### src/rtl/sync_fifo_prog.sv
// Parametrised single-clock FIFO with programmable almost-full/almost-empty thresholds,
// occupancy count and sticky overflow/underflow flags. Define FIFO_FWFT_EN for first-word fall-through.
module sync_fifo_prog #(
  parameter int WIDTH = 8,
  parameter int DEPTH = 16,
  parameter int CW    = $clog2(DEPTH) + 1
) (
  input  logic             clk,
  input  logic             rst,
  input  logic             wr_en,
  input  logic [WIDTH-1:0] din,
  input  logic             rd_en,
  output logic [WIDTH-1:0] dout,
  input  logic [CW-1:0]    af_level,
  input  logic [CW-1:0]    ae_level,
  input  logic             clr_err,
  output logic             full,
  output logic             empty,
  output logic             almost_full,
  output logic             almost_empty,
  output logic [CW-1:0]    count,
  output logic             overflow,
  output logic             underflow
);

  localparam int            AW      = $clog2(DEPTH);
  localparam logic [CW-1:0] DEPTH_C = CW'(DEPTH);

  logic [WIDTH-1:0] r_mem [DEPTH];
  logic [AW-1:0]    r_wr_ptr;
  logic [AW-1:0]    r_rd_ptr;
  logic [CW-1:0]    r_count;
  logic             r_overflow;
  logic             r_underflow;

  logic w_full;
  logic w_empty;
  logic w_wr_acc;
  logic w_rd_acc;

  // Handshake: wr_en/rd_en are requests sampled at the rising edge; a write is taken
  // only when !full and a read only when !empty, both judged on pre-edge state.
  // A rejected request has no side effect other than raising its sticky error flag.
  assign w_full   = (r_count == DEPTH_C);
  assign w_empty  = (r_count == '0);
  assign w_wr_acc = wr_en && !w_full;
  assign w_rd_acc = rd_en && !w_empty;

  // Storage is deliberately left out of reset so it can map onto RAM.
  always_ff @(posedge clk) begin
    if (w_wr_acc) begin
      r_mem[r_wr_ptr] <= din;
    end
  end

  always_ff @(posedge clk or negedge rst) begin
    if (!rst) begin
      r_wr_ptr <= '0;
      r_rd_ptr <= '0;
      r_count  <= '0;
    end else begin
      if (w_wr_acc) begin
        r_wr_ptr <= r_wr_ptr + AW'(1);
      end
      if (w_rd_acc) begin
        r_rd_ptr <= r_rd_ptr + AW'(1);
      end
      case ({w_wr_acc, w_rd_acc})
        2'b10:   r_count <= r_count + CW'(1);
        2'b01:   r_count <= r_count - CW'(1);
        default: r_count <= r_count;
      endcase
    end
  end

  // A new error on the same edge as clr_err takes priority over the clear.
  always_ff @(posedge clk or negedge rst) begin
    if (!rst) begin
      r_overflow  <= 1'b0;
      r_underflow <= 1'b0;
    end else begin
      if (wr_en && w_full) begin
        r_overflow <= 1'b1;
      end else if (clr_err) begin
        r_overflow <= 1'b0;
      end
      if (rd_en && w_empty) begin
        r_underflow <= 1'b1;
      end else if (clr_err) begin
        r_underflow <= 1'b0;
      end
    end
  end

`ifdef FIFO_FWFT_EN
  // Head word is presented combinationally; zero while empty keeps the output quiet.
  assign dout = w_empty ? '0 : r_mem[r_rd_ptr];
`else
  logic [WIDTH-1:0] r_dout;

  always_ff @(posedge clk or negedge rst) begin
    if (!rst) begin
      r_dout <= '0;
    end else if (w_rd_acc) begin
      r_dout <= r_mem[r_rd_ptr];
    end
  end

  assign dout = r_dout;
`endif

  assign full         = w_full;
  assign empty        = w_empty;
  assign almost_full  = (r_count >= af_level);
  assign almost_empty = (r_count <= ae_level);
  assign count        = r_count;
  assign overflow     = r_overflow;
  assign underflow    = r_underflow;

endmodule

### config.mk
export PLATFORM = sky130hd
export DESIGN_NAME = sync_fifo_prog
export DESIGN_NICKNAME = d
export VERILOG_FILES = /design/src/rtl/sync_fifo_prog.sv
export SDC_FILE = /design/constraint.sdc
export NUM_CORES = 1
export LEC_CHECK = 0
export CAP_MARGIN = 15
export CORE_MARGIN = 2
export CORE_UTILIZATION = 30
export CTS_CLUSTER_DIAMETER = 120
export DETAILED_ROUTE_END_ITERATION = 6
export PLACE_DENSITY = 0.47
export SYNTH_ARGS = -nofsm -noshare
export SYNTH_HDL_FRONTEND = slang
export SYNTH_SLANG_ARGS = --single-unit
### constraint.sdc
create_clock -name clk -period 4.6 [get_ports clk]
set_clock_uncertainty 0.15 [all_clocks]
set_input_delay 0.69 -clock clk [delete_from_list [all_inputs] [get_ports clk]]
set_output_delay 0.69 -clock clk [all_outputs]
set_load 0.05 [all_outputs]
==> impl_metrics.xml <==
<?xml version="1.0" encoding="UTF-8"?>
<metrics>
  <group name="run_status">
    <metric name="run_status" unit="">finished clean</metric>
  </group>
  <group name="timing">
    <metric name="worst_margin_pin_slew" unit="ns">0.9788</metric>
    <metric name="hold_viol_final" unit="">0</metric>
    <metric name="min_period" unit="ns">3.815</metric>
    <metric name="final_critical_path_share_of_the_clock_period" unit="%">82.93</metric>
    <metric name="setup-violations-final" unit="">0</metric>
    <metric name="final-max-slew-violation-count" unit="">0</metric>
    <metric name="max_slew_margin" unit="%">34.74</metric>
    <metric name="fmax" unit="MHz">262.1</metric>
    <metric name="grt_setup_unrepaired" unit="">false</metric>
    <metric name="finalWorstSetupSlack" unit="ns">0.7853</metric>
    <metric name="final.setup.tns" unit="ns">0</metric>
  </group>
  <group name="grt">
    <metric name="grt_antenna_before_repair" unit="">0</metric>
    <metric name="gr-total-overflow" unit="">0</metric>
    <metric name="wire_length_of_the_first_global_routing_pass" unit="µm">19310</metric>
    <metric name="maximum_number_of_pins_on_one_net_before_global_route_repair" unit="">24</metric>
    <metric name="grt_pass1_vias" unit="">3303</metric>
    <metric name="global_route.usage.total" unit="%">12.13</metric>
  </group>
  <group name="synth">
    <metric name="netlist_instances" unit="">351</metric>
    <metric name="mappedNetlistArea" unit="µm²">6350</metric>
    <metric name="synth-xor-area-share" unit="%">1.655</metric>
    <metric name="yosys_register_bits" unit="">151</metric>
    <metric name="syn_nets" unit="">393</metric>
    <metric name="synth_fa_ha_area_share" unit="%">3.744</metric>
    <metric name="yosysSeqAreaShare" unit="%">69.60</metric>
    <metric name="synth_top_family_by_area" unit="">multiplexers</metric>
    <metric name="synthMuxAreaShare" unit="%">13.66</metric>
    <metric name="avg_synthesized_cell_area" unit="µm²">18.09</metric>
    <metric name="yosys.cell_types.count" unit="">36</metric>
    <metric name="synth_compound_gate_area_share" unit="%">4.217</metric>
    <metric name="synthSimpleGateAreaFrac" unit="%">4.059</metric>
    <metric name="yosysWarningCount" unit="">0</metric>
  </group>
  <group name="drt">
    <metric name="detail_route.wirelength" unit="µm">12800</metric>
    <metric name="top_layer_used" unit="">met4</metric>
    <metric name="num_vias" unit="">3207</metric>
    <metric name="post-route-drc-count" unit="">0</metric>
    <metric name="m1WireLength" unit="µm">5872</metric>
    <metric name="met3_wirelength" unit="µm">540</metric>
    <metric name="drt-wirelength-per-cell" unit="µm">18.60</metric>
    <metric name="drtIter0Drc" unit="">275</metric>
    <metric name="drt-pass1-iter-count" unit="">4</metric>
    <metric name="post_drt_via_cell_ratio" unit="">4.661</metric>
    <metric name="ant_nets" unit="">0</metric>
    <metric name="wl_met2" unit="µm">6219</metric>
  </group>
  <group name="hold_path">
    <metric name="timing.hold.worst_path_depth" unit="">2</metric>
    <metric name="min_to" unit="">underflow</metric>
    <metric name="timing.hold.worst.start" unit="">underflow</metric>
    <metric name="hp-class" unit="">reg2reg</metric>
  </group>
  <group name="cells_and_area">
    <metric name="antenna_cells" unit="">0</metric>
    <metric name="syn2layout_area_growth" unit="%">20.61</metric>
    <metric name="final_layout_size_suffix_gt1_share" unit="%">19.13</metric>
    <metric name="post-route-cell-area" unit="µm²">7659</metric>
    <metric name="layout.nets" unit="">443</metric>
  </group>
  <group name="setup_path">
    <metric name="timing.critical_path.arrival" unit="ns">2.97</metric>
    <metric name="critical_path.endpoint_type" unit="">output pin</metric>
    <metric name="rr_startpoint" unit="">count[1]</metric>
    <metric name="critical_path.startpoint_type" unit="">input pin</metric>
    <metric name="r2r_end" unit="">count[4]</metric>
    <metric name="crit_required" unit="ns">3.76</metric>
    <metric name="path_class" unit="">in2out</metric>
    <metric name="timing.critical_path.fanout_max" unit="">2</metric>
    <metric name="reg2regPathDepth" unit="">13</metric>
    <metric name="reg2reg_setup_slack" unit="ns">1.17</metric>
  </group>
  <group name="placement">
    <metric name="gpl.final_weighted_congestion" unit="">0.7848</metric>
    <metric name="place_area" unit="µm²">7038</metric>
    <metric name="place_worst_setup_slack" unit="ns">0.7896</metric>
    <metric name="port-buffer-count" unit="">41</metric>
    <metric name="detailedPlacementHpwl" unit="µm">8212</metric>
  </group>
  <group name="floorplan">
    <metric name="fp.dieH" unit="µm">149.5</metric>
    <metric name="num_io_pins" unit="">42</metric>
    <metric name="design.die.area" unit="µm²">22350</metric>
    <metric name="coreArea" unit="µm²">20890</metric>
    <metric name="die_width" unit="µm">149.5</metric>
    <metric name="rows" unit="">53</metric>
    <metric name="initial_utilization" unit="%">30.40</metric>
  </group>
  <group name="clock_network">
    <metric name="cts_hold_buf" unit="">0</metric>
    <metric name="cts_num_sinks" unit="">151</metric>
    <metric name="cts_tree" unit="">yes</metric>
    <metric name="cts-root-to-sink-buffers" unit="">2</metric>
    <metric name="cts_h_tree_depth" unit="">4</metric>
    <metric name="worst_skew_pair.late_latency" unit="ns">0.42</metric>
    <metric name="number_of_buffers_inserted_during_clock_tree_synthesis" unit="">17</metric>
    <metric name="clock_slew_at_reported_path_ffs" unit="ns">0.06</metric>
    <metric name="master_cell_of_the_clock_root_buffer" unit="">clkbuf_16</metric>
    <metric name="postCtsSetupBuffers" unit="">0</metric>
    <metric name="cts_resized" unit="">0</metric>
  </group>
  <group name="power_and_ir_drop">
    <metric name="power_per_cell_area" unit="nW/µm²">648.5</metric>
    <metric name="power.leakage" unit="nW">2.636</metric>
    <metric name="power" unit="mW">4.967</metric>
    <metric name="irDropWorstVdd" unit="V">0.0003267</metric>
  </group>
  <group name="flow_run">
    <metric name="max-cap-violations" unit="">0</metric>
  </group>
</metrics>
-- Yosys cell counts --
cell,count,area [µm²]
a22oi_1,1,7.510
buf_6,5,56.30
clkbuf_1,3,11.26
a21o_1,1,7.510
nor2_1,15,56.30
nand4_1,2,12.51
edfxtp_1,128,3844
o22ai_1,18,112.6
inv_1,16,60.06
dfrtp_1,23,575.6
mux4_2,23,518.0
buf_2,5,25.02
o21ai_0,6,30.03
mux4_1,9,236.5
nand2b_1,5,31.28
or3_4,1,11.26
nor3b_4,1,18.77
a21oi_1,12,60.06
buf_1,4,15.01
nand4_2,1,12.51
mux2_2,10,112.6
o21a_1,3,22.52
nor3_1,7,35.03
nand2_4,1,11.26
o221a_2,1,11.26
nor2b_1,3,18.77
or2_2,1,6.260
nand2_2,1,6.260
o31a_1,1,8.760
buf_12,1,20.02
xnor2_1,6,52.55
xor2_1,6,52.55
a21boi_0,1,7.510
ha_1,19,237.7
buf_4,1,7.510
nand2_1,10,37.54
-- area by class of cell --
type,count,area (µm²)
flip-flops and latches,151,4420
clock inverters,13,191.4
inverters,16,60.06
multi-input cells,165,1735
clock buffers,18,429.2
fillers,2007,13230
well taps,275,344.1
repair buffers,50,478.0
-- critical path, stage by stage --
cell	delay, ns
clkdlybuf4s50_1	0.45
inv_1	0.04
ha_1	0.29
nor2b_1	0.13
o21ai_0	0.15
a21oi_1	0.09
o21a_1	0.17
o22ai_1	0.14
clkdlybuf4s50_1	0.83
-- how the worst max path moves through the flow --
stage                start            to  slack [ns]  cells after the start
2_1_floorplan     count[1]      count[4]        0.81                     15
3_3_place_gp   ae_level[1]  almost_empty        0.84                      9
3_5_place_dp   ae_level[1]  almost_empty        0.79                      9
4_1_cts        ae_level[1]  almost_empty        0.77                      9
5_1_grt        ae_level[1]  almost_empty        0.69                      9
6_report       ae_level[1]  almost_empty        0.79                      9
-- logic make-up after synthesis --
group / Yosys count
AO/OA/AOI/OAI: 44
XOR/XNOR: 12
adder cells (fa/ha/maj): 19
buffers and inverters: 35
flip-flops: 151
multiplexers: 42
AND/OR/NAND/NOR: 48
-- state kept, by name, summed over array words and instances, names as in the netlist --
name	cells
overflow	1
r_rd_ptr	4
count	5
underflow	1
r_wr_ptr	4
r_mem	128
dout	8
-- cell usage in the layout, fill, tap and decap left out, types with 2 or more instances in the layout --
cell / Yosys / layout
bufinv_16: 0 / 4
mux4_2: 23 / 23
dfrtp_1: 23 / 22
mux4_1: 9 / 9
nor3_1: 7 / 7
inv_6: 0 / 4
nand2_1: 10 / 10
ha_1: 19 / 19
clkbuf_16: 0 / 17
edfxtp_1: 128 / 128
o21a_1: 3 / 3
mux2_2: 10 / 10
clkdlybuf4s50_1: 0 / 41
nor2b_1: 3 / 3
a21oi_1: 12 / 12
xnor2_1: 6 / 6
nand2b_1: 5 / 5
inv_1: 16 / 16
xor2_1: 6 / 6
nor2_1: 15 / 15
o21ai_0: 6 / 6
o22ai_1: 18 / 18
nand4_1: 2 / 2
buf_4: 1 / 9
-- metal layers --
layer / up-vias / track usage [%]
li1: 1484 / -
met1: 1640 / 15.55
met2: 69 / 19.89
met3: 14 / 3.171
met4: 0 / 4.429
met5: - / 0
-- power by group --
part	leakage (nW)	switching [mW]	internal, mW
combinational	0.911	0.841	0.704
clock	0.301	0.549	0.913
sequential	1.42	0.258	1.70
total	2.64	1.65	3.32
-- per-stage QoR --
stage                     hold WS, ns  cells  utilization [%]
final                          0.3771    688            36.66
after global routing           0.4164    688            36.66
after detailed placement       0.3709    657            33.69
after floorplan                0.2444    351                -
after global placement         0.3678    657            33.69
after CTS                      0.3826    688            36.66
No activity file was read; power rests on OpenSTA's default activity.
